===== src/rtl/cnt_seq_ctrl.sv =====
// Command-driven sequencer for the 8-bit counter datapath: free-run, stop, preload and one-shot count-to-terminal.
// Optional enable prescaler is built when CNT_SEQ_PRESCALE_EN is defined.
module cnt_seq_ctrl #(
  parameter int unsigned WIDTH        = 8,
  parameter int unsigned PRESCALE_DIV = 4
) (
  input  logic             clk,
  input  logic             rst_n,
  input  logic             cmd_valid,
  output logic             cmd_ready,
  input  logic [1:0]       cmd_op,
  input  logic [WIDTH-1:0] cmd_data,
  input  logic [WIDTH-1:0] cnt_value,
  output logic             cnt_en,
  output logic             cnt_load,
  output logic [WIDTH-1:0] cnt_load_val,
  output logic             done,
  output logic             busy
);

  localparam logic [1:0] OP_STOP = 2'd0;
  localparam logic [1:0] OP_RUN  = 2'd1;
  localparam logic [1:0] OP_LOAD = 2'd2;
  localparam logic [1:0] OP_ARM  = 2'd3;

  typedef enum logic [2:0] {
    S_IDLE  = 3'd0,
    S_RUN   = 3'd1,
    S_LOAD  = 3'd2,
    S_ARMED = 3'd3,
    S_DONE  = 3'd4
  } state_t;

  if (PRESCALE_DIV < 2 || PRESCALE_DIV > 255) begin : g_bad_div
    $error("cnt_seq_ctrl: PRESCALE_DIV out of range 2..255");
  end

  state_t           state_q, state_d;
  logic [WIDTH-1:0] term_q, term_d;
  logic [WIDTH-1:0] load_val_q, load_val_d;
  logic             ret_run_q, ret_run_d;
  logic             load_q, done_q;
  logic             accept;
  logic             tick;

  assign cmd_ready    = (state_q == S_IDLE) || (state_q == S_RUN) || (state_q == S_ARMED);
  assign accept       = cmd_valid && cmd_ready;
  assign busy         = (state_q != S_IDLE);
  assign cnt_load     = load_q;
  assign cnt_load_val = load_val_q;
  assign done         = done_q;

`ifdef CNT_SEQ_PRESCALE_EN
  localparam int unsigned PW = $clog2(PRESCALE_DIV);

  logic [PW-1:0] presc_q, presc_d;

  assign tick = (presc_q == PW'(PRESCALE_DIV - 1));

  // Prescaler only runs while the state is steady in RUN or ARMED
  always_comb begin
    presc_d = '0;
    if ((state_d == state_q) && ((state_q == S_RUN) || (state_q == S_ARMED))) begin
      presc_d = tick ? '0 : presc_q + PW'(1);
    end
  end

  always_ff @(posedge clk) begin
    if (!rst_n) begin
      presc_q <= '0;
    end else begin
      presc_q <= presc_d;
    end
  end
`else
  assign tick = 1'b1;
`endif

  // Next-state and combinational enable; an accepted command overrides the state's own progression
  always_comb begin
    state_d    = state_q;
    term_d     = term_q;
    load_val_d = load_val_q;
    ret_run_d  = ret_run_q;
    cnt_en     = 1'b0;

    case (state_q)
      S_IDLE: ;
      S_RUN:  cnt_en = tick;
      S_LOAD: state_d = ret_run_q ? S_RUN : S_IDLE;
      S_ARMED: begin
        cnt_en = tick && (cnt_value != term_q);
        if (cnt_value == term_q) begin
          state_d = S_DONE;
        end
      end
      S_DONE:  state_d = S_IDLE;
      default: state_d = S_IDLE;
    endcase

    if (accept) begin
      case (cmd_op)
        OP_STOP: state_d = S_IDLE;
        OP_RUN:  state_d = S_RUN;
        OP_LOAD: begin
          state_d    = S_LOAD;
          load_val_d = cmd_data;
          ret_run_d  = (state_q == S_RUN);
        end
        OP_ARM: begin
          state_d = S_ARMED;
          term_d  = cmd_data;
        end
      endcase
    end
  end

  // State and registered outputs; load/done strobes mirror the LOAD/DONE states
  always_ff @(posedge clk) begin
    if (!rst_n) begin
      state_q    <= S_IDLE;
      term_q     <= '0;
      load_val_q <= '0;
      ret_run_q  <= 1'b0;
      load_q     <= 1'b0;
      done_q     <= 1'b0;
    end else begin
      state_q    <= state_d;
      term_q     <= term_d;
      load_val_q <= load_val_d;
      ret_run_q  <= ret_run_d;
      load_q     <= (state_d == S_LOAD);
      done_q     <= (state_d == S_DONE);
    end
  end

endmodule


===== config.mk =====
export PLATFORM = sky130hd
export DESIGN_NAME = cnt_seq_ctrl
export DESIGN_NICKNAME = d
export VERILOG_FILES = /design/src/rtl/cnt_seq_ctrl.sv
export SDC_FILE = /design/constraint.sdc
export NUM_CORES = 1
export LEC_CHECK = 0
export BUFFER_PORTS_ARGS = -buffer_cell sky130_fd_sc_hd__buf_2
export CAP_MARGIN = 0
export CELL_PAD_IN_SITES_DETAIL_PLACEMENT = 0
export CELL_PAD_IN_SITES_GLOBAL_PLACEMENT = 1
export CORE_ASPECT_RATIO = 1.75
export CORE_MARGIN = 2
export CORE_UTILIZATION = 38
export CTS_BUF_LIST = sky130_fd_sc_hd__clkbuf_16
export DETAILED_ROUTE_END_ITERATION = 10
export HOLD_SLACK_MARGIN = 0.1
export PLACE_DENSITY = 0.84
export SYNTH_ARGS = -nofsm -noshare
export SYNTH_HDL_FRONTEND = slang
export SYNTH_SLANG_ARGS = --single-unit

===== constraint.sdc =====
create_clock -name clk -period 3.4 [get_ports clk]
set_input_delay 0 -clock clk [delete_from_list [all_inputs] [get_ports clk]]
set_output_delay 0 -clock clk [all_outputs]
set_load 0.03 [all_outputs]

# Word-level counts from Yosys, hierarchy flattened
# Cells that the tools add are included.
[totals]
reg_bits = 22
input_bits = 21
wordCells = 31
[op_classes]
eq_ne = 10
n_mux = 6
n_reduce_logical = 9
[op_table]
columns = ["cell", "n"]
rows = [
  ["3-bit one-hot mux with 4 select lines", 1],
  ["3-bit by 2-bit equality test with 1-bit output, second input constant", 3],
  ["3-bit one-hot mux with 3 select lines", 1],
  ["8-bit equality test", 1],
  ["8-bit != test", 1],
  ["3-bit 2-to-1 mux", 2],
  ["2-bit equality test, second input constant", 2],
  ["2-bit AND reduction", 2],
  ["3-bit by 1-bit equality test with 1-bit output, second input constant", 1],
  ["3-bit equality test, second input constant", 1],
  ["3-bit logical NOT", 1],
  ["3-bit nonzero test", 1],
  ["2-bit by 1-bit equality test with 1-bit output, second input constant", 1],
  ["2-bit logical NOT", 1],
  ["1-bit logical OR", 2],
  ["1-bit one-hot mux with 2 select lines", 1],
  ["2-bit OR reduction", 1],
  ["1-bit logical AND", 1],
  ["1-bit 2-to-1 mux", 1],
]

# Logic depth before layout (Yosys ltp)
# Gate-level depths: netlist (run 1).
[logic_depth]
depth_word = 6
depth_mapped = 5
mapped_depth_nobuf = 4

# Worst setup path before layout (run 1)
# Ideal clock, no wire load.
[synth_timing]
kind = "reg-to-reg"
start = "register state_q[1]"
end = "register state_q[0]"
arrival_time_ns = 1.371
required_time_ns = 3.309
slack_ns = 1.938
stages_incl_launch_ff = 5
period_less_slack_ns = 1.462
cell_sequence = "dfxtp_1 nor2b_4 nor2_1 a32oi_1 a311oi_1"
[synth_via]
elab_chain_cells = 5
elab_cells_between_ends = 10
[synth_rtl]
columns = ["element", "line_no", "text"]
rows = [
  ["from (decl)", "38", "state_t state_q, state_d;"],
  ["from (signal assigned)", "128", "state_q <= state_d;"],
  ["3-bit by 1-bit equality test with 1-bit output or 3-bit logical NOT (tied branches)", "46", "assign cmd_ready = (state_q == S_IDLE) || (state_q == S_RUN) || (state_q == S_ARMED);"],
  ["1-bit logical OR", "46", ""],
  ["1-bit logical OR *", "46", ""],
  ["via cmd_ready", "10", "output logic cmd_ready,"],
  ["1-bit logical AND *", "47", "assign accept = cmd_valid && cmd_ready;"],
  ["3-bit 2-to-1 mux *", "101", "if (accept) begin"],
]
# Mark *: on every way through the listed nets, which the timed path passes. The rest lies on a longest branch.
# A chain may end at the register's enable or synchronous reset.

# Worst setup path after layout (run 1)
[layout_timing]
start = "register state_q[1]"
end = "register term_q[0]"
[layout_via]
elab_chain_cells = 5
elab_cells_between_ends = 7
[layout_rtl]
columns = ["element", "line_no", "text"]
rows = [
  ["3-bit by 1-bit equality test with 1-bit output or 3-bit logical NOT (tied branches)", "46", ""],
  ["1-bit logical OR", "46", ""],
  ["1-bit logical OR *", "46", ""],
  ["1-bit logical AND *", "47", ""],
  ["2-bit AND reduction (no line) *", "--", ""],
  ["to (signal assigned)", "129", "term_q <= term_d;"],
  ["to (decl)", "39", "logic [WIDTH-1:0] term_q, term_d;"],
]
# Every way passes the cells marked *; elsewhere a longest branch is shown, timed or not.

==> results of run 1 <==
-- routing by layer --
metal | up-vias | track usage | wire length (µm) | part of all wire
met4 | 0 | 0.0896 | 28 | 0.013
met5 | - | 0 | 0 | 0
met1 | 374 | 0.151 | 817 | 0.39
li1 | 423 | - | - | -
met3 | 2 | 0.0284 | 73 | 0.035
met2 | 19 | 0.286 | 1190 | 0.57
-- logic make-up after synthesis --
| logic type | Yosys count | share of synthesized area |
|---|---|---|
| buf+inv | 5 | 0.0305 |
| flops | 22 | 0.466 |
| mux | 17 | 0.180 |
| simple gates | 35 | 0.205 |
| compound gates | 6 | 0.0437 |
| xor+xnor | 8 | 0.0742 |
-- Yosys cell counts --
master | count | area (µm²)
inv_4 | 1 | 6.26
mux2i_1 | 17 | 170
nand4_1 | 3 | 18.8
a311oi_1 | 1 | 8.76
xnor2_1 | 8 | 70.1
nor2b_4 | 1 | 13.8
inv_1 | 1 | 3.75
buf_4 | 2 | 15.0
a32oi_1 | 1 | 8.76
or3_2 | 1 | 7.51
or4b_4 | 1 | 13.8
nor2_1 | 20 | 75.1
nand2b_1 | 1 | 6.26
o21ai_1 | 1 | 5.00
dfxtp_1 | 22 | 440
a21oi_1 | 1 | 5.00
nor4_2 | 1 | 12.5
o21ai_0 | 1 | 5.00
clkbuf_1 | 1 | 3.75
nor3_1 | 2 | 10.0
nor2b_1 | 1 | 6.26
nor4b_2 | 1 | 15.0
nand2_1 | 2 | 7.51
nand3b_1 | 1 | 7.51
a31o_1 | 1 | 8.76
-- flip-flops by register name, indices dropped and copies added (netlist names) --
register / cells
cnt_load_val: 8
term_q: 8
state_q: 3
cnt_load: 1
done: 1
ret_run_q: 1
-- stage by stage --
step	total power, mW	instances
detailed placement	0.353	149
floorplan	0.325	93
CTS	0.606	167
global route	0.622	167
finish	0.601	167
global placement	0.351	149
-- area by class of cell --
| class | count | share of cell area |
|---|---|---|
| Clock buffer | 3 | 0.0557 |
| Clock inverter | 1 | 0.00278 |
| Inverter | 2 | 0.00742 |
| Multi-Input combinational cell | 66 | 0.353 |
| Sequential cell | 22 | 0.327 |
| Tap cell | 25 | 0.0232 |
| Timing Repair Buffer | 48 | 0.232 |
-- repair_timing --
item / 4_1_cts / 5_1_grt
hold buffers: 14 / 0
gates resized for setup: 0 / 0
buffers inserted: 0 / 0
hold endpoints to repair: 21 / 0
-- how the worst max path moves through the flow --
| stage | startpoint | end |
|---|---|---|
| finish | state_q[1] | term_q[0] |
| global route | state_q[1] | term_q[0] |
| CTS | state_q[1] | term_q[0] |
| detailed placement | state_q[1] | term_q[2] |
| global placement | state_q[1] | term_q[5] |
| floorplan | state_q[1] | state_q[0] |
-- power groups by stage --
stage	clock network, mW	registers [mW]	logic, mW
2_1_floorplan	0	0.284	0.0411
3_3_place_gp	0	0.278	0.0728
3_5_place_dp	0	0.278	0.0747
4_1_cts	0.247	0.273	0.0863
5_1_grt	0.255	0.274	0.0930
6_report	0.243	0.273	0.0854
-- worst max-delay path, cell delays in order, from the launching register on --
cell and delay (ns):
dfxtp_1 0.37, nor2b_4 0.17, nor4b_2 0.96, mux2i_1 0.27, nor2_1 0.05, dlygate4sd3_1 0.55
==> summary.md, run 1 <==
| Metric | Value |
|---|---|
| Psw | `~0.14 mW` |
| GRT Util Overall | `0.154` |
| Initial Utilization | `0.405` |
| Crit-path max FO | `8` |
| Worst vdd ir | `between 0.2 and 0.3 mV` |
| Global route overflow | `0` |
| Syn_nets | `roughly 110` |
| Drt pass-1 iters | `3` |
| First-pass GRT wire length | `between 3000 and 4000 µm` |
| Internal power | `0.465 mW` |
| Layout cells sized above 1 | `0.303` |
| Final core occ | `0.579` |
| Final worst setup slack | `around 0.9 ns` |
| Setup violators final | `0` |
| Multi-input gate area | `approximately 480 µm²` |
| Vias in the first global route | `between 800 and 900` |
| Crit path launch type | `flip-flop` |
| Sequential share of power | `0.453` |
| Pwr dens | `approximately 450 nW/µm²` |
| Maxcap violations | `0` |
| DRT iter0 DRCs | `11` |
| Most frequent cells in the layout | `buf_2 (33), dfxtp_1 (22), nor2_1 (20)` |
| Hold Path Cell Cnt | `3` |
| Post-DRT Antenna Nets | `0` |
| Mean Syn Cell Area | `10.2 µm²` |
| Pin count of the biggest net entering global routing | `20` |
| Area delta synth->final | `42.8%` |
| Final min period | `2.48 ns` |
| Die Y | `70.0 µm` |
| Num CTS Buffers | `3` |
| FMAX | `roughly 400 MHz` |
| Total of fill cells in the finished design | `204` |
| Critical path type | `flip-flop to flip-flop` |
| RR Startpoint | `state_q[1]` |
| Synth cell types | `25` |
| Drt wl/cell | `~13 µm` |
| Leak | `~0.57 nW` |
| Register bit total from synthesis | `22` |
| Max Root-Sink Buffers | `2` |
| Run status | `completed` |
| Dpl hpwl | `between 1500 and 2000 µm` |
| Power share of the combinational group | `0.142` |
| Worst Clk Skew | `roughly 0.0022 ns` |
| Core area | `between 2000 and 2500 µm²` |
| Die ar. | `a little under 3000 µm²` |
| Worst setup EP type | `flip-flop` |
| Tightest Pin Transition | `1.13 ns` |
| Cell row count | `23` |
| H-tree depth | `1` |
| RSZ-0062 raised after global routing | `false` |
| DR vias/cell | `around 4.9` |
| Final #Nets | `~160` |
| CTS tree | `done` |
| Fin area | `around 1300 µm²` |
| Cell area after placement | `about 1100 µm²` |
| Final hold violations | `0` |
| Fin crit share | `0.730` |
| Post-Place Setup Slack | `approximately 1.5 ns` |
| Synth warnings | `0` |
| Seq/Total Area, Yosys | `0.466` |
| Hold slack final | `a little over 0.09 ns` |
| Number of diodes | `0` |
| Post-Syn Area | `between 900 and 1000 µm²` |
| Switching part of the total | `0.226` |
| CTS clock-pin slew for the worst setup and hold paths | `approximately 0.060 ns` |
| Slew Limit Fails | `0` |
| Mapped Cells | `93` |
| Remaining DRCs | `0` |
| Clock sink count | `22` |
| Initial antenna violation count | `0` |
| Commonest non-fill, non-tap cell in the layout | `buf_2` |
| Drt total wl | `between 2000 and 2500 µm` |
| Detailed-route via count | `818` |
| IO Port Bufs | `33` |
| Max_slew headroom | `0.244` |
| GP Congestion | `0.789` |
| Hold Path Class | `primary input to flip-flop` |
| Final TNS setup | `0 ns` |
| Worst hold start | `cmd_valid` |
| Reg2reg end | `term_q[0]` |
| Worst skew pair latency | `roughly 0.25 ns` |
| IO Pins | `34` |
| Die Width | `41.7 µm` |
| Clock share of power | `0.404` |
| WP data required | `3.54 ns` |
| CP arrival | `2.62 ns` |
| FF/Latch Area | `440 µm²` |
| Clock Tree Root | `clkbuf_16` |
| Reg2Reg Depth | `5` |
| R2r setup slk | `0.92 ns` |
| Hold endpoint | `cnt_load` |
Note: power is estimated with default switching activity, not from simulation.
==> run 2: changes to the inputs <==
- CORE_UTILIZATION: 38 -> 32
- PLACE_DENSITY: 0.84 -> 0.76
- clock period: 3.4 -> 2.1 ns (I/O delays scaled with it)
==> summary.md, run 2 (synthesized netlist as in run 1, its figures left out) <==
| Metric | Value |
|---|---|
| Commonest non-fill, non-tap cell in the layout | `buf_2` |
| H-tree depth | `1` |
| Crit path launch type | `flip-flop` |
| Core area | `around 2900 µm²` |
| Die Y | `between 70 and 80 µm` |
| Worst-path cell chain | `nor2b_4 -> nor4b_2 -> buf_4 -> mux2i_1 -> nor2_1 -> dlygate4sd3_1` |
| Post-DRT Antenna Nets | `0` |
| Fin area | `approximately 1400 µm²` |
| WP data required | `~2.2 ns` |
| Critical path type | `flip-flop to flip-flop` |
| First-pass GRT wire length | `about 3600 µm` |
| CP arrival | `about 2.1 ns` |
| Slew Limit Fails | `0` |
| Die Width | `roughly 45 µm` |
| Placed Cells | `between 150 and 200` |
| GP Congestion | `0.783` |
| Final TNS setup | `0 ns` |
| Clock sink count | `22` |
| Most frequent cells in the layout | `buf_2 (33), dfxtp_1 (22), nor2_1 (20)` |
| Crit-path max FO | `8` |
| Cell area after placement | `about 1100 µm²` |
| Tightest Pin Transition | `0.247 ns` |
| Final core occ | `0.491` |
| Detailed-route via count | `830` |
| Pin count of the biggest net entering global routing | `20` |
| Final cell count without fillers | `between 150 and 200` |
| Die ar. | `~3400 µm²` |
| Cts hold-fix bufs | `16` |
| Maxcap violations | `0` |
| Initial antenna violation count | `0` |
| Final #Nets | `about 170` |
| Area delta synth->final | `48.9%` |
| FMAX | `just over 500 MHz` |
| IO Pins | `34` |
| Number of diodes | `0` |
| Dpl hpwl | `roughly 1600 µm` |
| IO Port Bufs | `33` |
| Worst vdd ir | `approximately 0.52 mV` |
| Leak | `~0.60 nW` |
| Drt total wl | `roughly 2200 µm` |
| Drt pass-1 iters | `4` |
| Setup violators final | `0` |
| Post-CTS resize count | `0` |
| RSZ-0062 raised after global routing | `false` |
| Crit path largest cell delay | `0.55 ns` |
| Setup repair bufs after CTS | `0` |
| Max_slew headroom | `0.835` |
| Fin crit share | `0.917` |
| Final min period | `about 1.9 ns` |
| Total power | `1.11 mW` |
| Remaining DRCs | `0` |
| Final hold violations | `0` |
| GRT Util Overall | `0.151` |
| Worst setup EP type | `flip-flop` |
| CTS tree | `done` |
| Worst Clk Skew | `around 0.0015 ns` |
| Pwr dens | `about 790 nW/µm²` |
| Layout cells sized above 1 | `0.310` |
| Crit path max-delay cell type | `dlygate4sd3_1` |
| WP buf/inv | `2` |
| Hold Path Class | `primary input to flip-flop` |
| Global route overflow | `0` |
| Max Root-Sink Buffers | `2` |
| Clock Tree Root | `clkbuf_16` |
| CP delay by family, top | `buffers and inverters` |
| Worst skew pair latency | `0.25 ns` |
| Initial Utilization | `0.330` |
| Vias in the first global route | `about 850` |
| Num CTS Buffers | `3` |
| CTS clock-pin slew for the worst setup and hold paths | `~0.06 ns` |
| Cell row count | `26` |
| Run status | `completed` |
| DR vias/cell | `4.80` |
| DRT iter0 DRCs | `16` |
| Drt wl/cell | `~13 µm` |
==> run 2: changes by cell type in the layout (fill, tap and decap cells not counted) <==
cell,previous run,this run
dlygate4sd3_1,14,16
buf_4,1,2
bufinv_16,0,1
clkinv_1,1,0
==> run 2: layout make-up <==
type	instances	area [µm²]
Clock inverter	1	30.0
Sequential cell	22	440
Timing Repair Buffer	51	340
Tap cell	28	35.0
Multi-Input combinational cell	66	475
Fill cell	284	1460
Clock buffer	3	75.1
Inverter	2	10.0
==> run 2: worst register-to-register path, delay by kind of cell, from the launching register on <==
kind / cells / cell delay, ns
AND/OR/NAND/NOR: 3 / 0.47
multiplexers: 1 / 0.20
buffers and inverters: 2 / 0.78
flip-flops: 1 / 0.36
==> run 2: power breakdown <==
group,switching (mW),total [mW],internal (mW),leakage (nW)
clock network,0.152,0.531,0.378,0.0511
logic,0.0718,0.142,0.0707,0.367
registers,0.00978,0.441,0.431,0.179
==> run 2: per-layer routing <==
| layer | global-route usage | wire length [µm] |
|---|---|---|
| met3 | 0.0142 | 69 |
| met2 | 0.271 | 1320 |
| met1 | 0.158 | 800 |
| met5 | 0 | 0 |
| met4 | 0.108 | 58 |
==> run 2: per-stage QoR <==
stage / setup slack, ns / hold WS (ns)
2_1_floorplan: 0.638 / 0.145
3_3_place_gp: 0.785 / 0.257
3_5_place_dp: 0.733 / 0.265
4_1_cts: 0.202 / 0.116
5_1_grt: 0.0617 / 0.147
6_report: 0.175 / 0.117
==> run 2: worst paths after layout <==
kind | end | startpoint | slack (ns) | cells past startpoint
setup reg to reg | term_q[6] | state_q[1] | 0.17 | 6
hold reg to reg | cnt_load_val[2] | cnt_load_val[2] | 0.49 | 2
hold / removal | state_q[2] | cnt_value[5] | 0.12 | 4
setup / recovery | term_q[6] | state_q[1] | 0.17 | 6
==> run 3: changes to the inputs <==
- CORE_MARGIN: 2 -> unset
==> summary.md, run 3 (synthesized netlist as in run 1, its figures left out) <==
| Metric | Value |
|---|---|
| Post-DRT Antenna Nets | `0` |
| Remaining DRCs | `0` |
| Slew Limit Fails | `0` |
| Global route overflow | `0` |
| CTS tree | `done` |
| Drt total wl | `2120 µm` |
| Core area | `~2800 µm²` |
| Commonest non-fill, non-tap cell in the layout | `buf_2` |
| Final #Nets | `about 170` |
| Switching part of the total | `0.227` |
| Layout cells sized above 1 | `0.308` |
| Initial Utilization | `0.343` |
| Final worst setup slack | `~0.16 ns` |
| WP data required | `approximately 2.2 ns` |
| Cts hold-fix bufs | `16` |
| Pin count of the biggest net entering global routing | `20` |
| Cell area after placement | `1150 µm²` |
| IO Pins | `34` |
| Post-Place Setup Slack | `0.731 ns` |
| IO Port Bufs | `33` |
| Drt pass-1 iters | `4` |
| Max Root-Sink Buffers | `2` |
| First-pass GRT wire length | `around 3500 µm` |
| Worst Clk Skew | `0.00310 ns` |
| Drt wl/cell | `around 12 µm` |
| Area delta synth->final | `46.8%` |
| Final TNS setup | `0 ns` |
| Run status | `completed` |
| Leak | `0.589 nW` |
| Placed Cells | `153` |
| Reg2Reg Depth | `6` |
| Worst setup EP type | `flip-flop` |
| Max_slew headroom | `0.826` |
| Number of diodes | `0` |
| Pwr dens | `~710 nW/µm²` |
| Maxcap violations | `0` |
| Die Y | `~74 µm` |
| CP arrival | `~2.1 ns` |
| Hold Path Cell Cnt | `4` |
| Worst hold start | `cnt_value[5]` |
| Hold Path Class | `primary input to flip-flop` |
| Psw | `0.222 mW` |
| Final cell count without fillers | `~170` |
| CTS clock-pin slew for the worst setup and hold paths | `0.06 ns` |
| Power share of the combinational group | `0.145` |
| RR Startpoint | `state_q[1]` |
| Most frequent cells in the layout | `buf_2 (33), dfxtp_1 (22), nor2_1 (20)` |
| Hold endpoint | `state_q[2]` |
| Critical path type | `flip-flop to flip-flop` |
| Dpl hpwl | `about 1500 µm` |
| Initial antenna violation count | `0` |
| Setup repair bufs after CTS | `0` |
| Crit path launch type | `flip-flop` |
| FMAX | `between 500 and 600 MHz` |
| Worst skew pair latency | `around 0.25 ns` |
| RSZ-0062 raised after global routing | `false` |
| Die Width | `around 43 µm` |
| Total of fill cells in the finished design | `about 280` |
| Sequential share of power | `0.451` |
| Die ar. | `roughly 3200 µm²` |
| Crit-path max FO | `8` |
| Multi-input gate area | `475 µm²` |
| Final min period | `around 1.9 ns` |
| GP Congestion | `0.810` |
| Num CTS Buffers | `3` |
| DRT iter0 DRCs | `11` |
| Fin area | `1390 µm²` |
| Post-CTS resize count | `0` |
| DR vias/cell | `slightly below 5` |
| Detailed-route via count | `~850` |
| Final hold violations | `0` |
| Final core occ | `0.504` |
| H-tree depth | `1` |
| Internal power | `0.757 mW` |
| GRT Util Overall | `0.145` |
| Clock share of power | `0.404` |
| Clock sink count | `22` |
| Fin crit share | `0.923` |
| Tightest Pin Transition | `between 0.2 and 0.3 ns` |
| Worst vdd ir | `0.416 mV` |
| Reg2reg end | `term_q[4]` |
| Cell row count | `25` |
| Clock Tree Root | `clkbuf_16` |
| FF/Latch Area | `440 µm²` |
| Setup violators final | `0` |
| Vias in the first global route | `between 800 and 900` |
| R2r setup slk | `approximately 0.16 ns` |
-- run 3: cell types whose count changed in the layout (fill, tap and decap cells not counted), sizes merged --
cell | previous run | this run
buf | 35 | 36
clkinv | 0 | 1
bufinv | 1 | 0
-- run 3: worst max path at each step --
| stage | from | endpoint | slack, ns |
|---|---|---|---|
| CTS | state_q[1] | term_q[4] | 0.20 |
| global placement | state_q[1] | cnt_load_val[7] | 0.76 |
| finish | state_q[1] | term_q[4] | 0.16 |
| global route | state_q[1] | term_q[4] | 0.05 |
| floorplan | state_q[1] | state_q[0] | 0.64 |
| detailed placement | state_q[1] | term_q[6] | 0.73 |
-- run 3: critical path, cell delays in order (launching register included) --
cell           delay [ns]
dfxtp_1              0.35
nor2b_4              0.16
nor4b_2              0.25
buf_4                0.23
mux2i_1              0.22
nor2_1               0.06
dlygate4sd3_1        0.55
-- run 3: cell type report --
cell class,count,share of cell area
inverter,2,0.00722
sequential,22,0.318
clock inverter,1,0.00271
tap,27,0.0244
multi-input combinational,66,0.343
timing repair buffer,52,0.251
clock buffer,3,0.0542
-- run 3: routing by layer --
metal  GRT usage  share of wire
met3      0.0221          0.035
met1       0.162           0.40
met5           0              0
met2       0.261           0.54
met4      0.0707          0.024
-- run 3: power groups by stage --
stage	Clock, mW	Combinational (mW)	Sequential, mW
2_1_floorplan	0	0.0665	0.460
3_3_place_gp	0	0.121	0.450
3_5_place_dp	0	0.122	0.450
4_1_cts	0.404	0.144	0.441
5_1_grt	0.425	0.155	0.442
6_report	0.395	0.142	0.441
-- run 3: per-stage QoR --
stage	power [mW]	hold WS, ns
2_1_floorplan	0.527	0.145
3_3_place_gp	0.571	0.259
3_5_place_dp	0.573	0.269
4_1_cts	0.989	0.117
5_1_grt	1.02	0.135
6_report	0.978	0.113
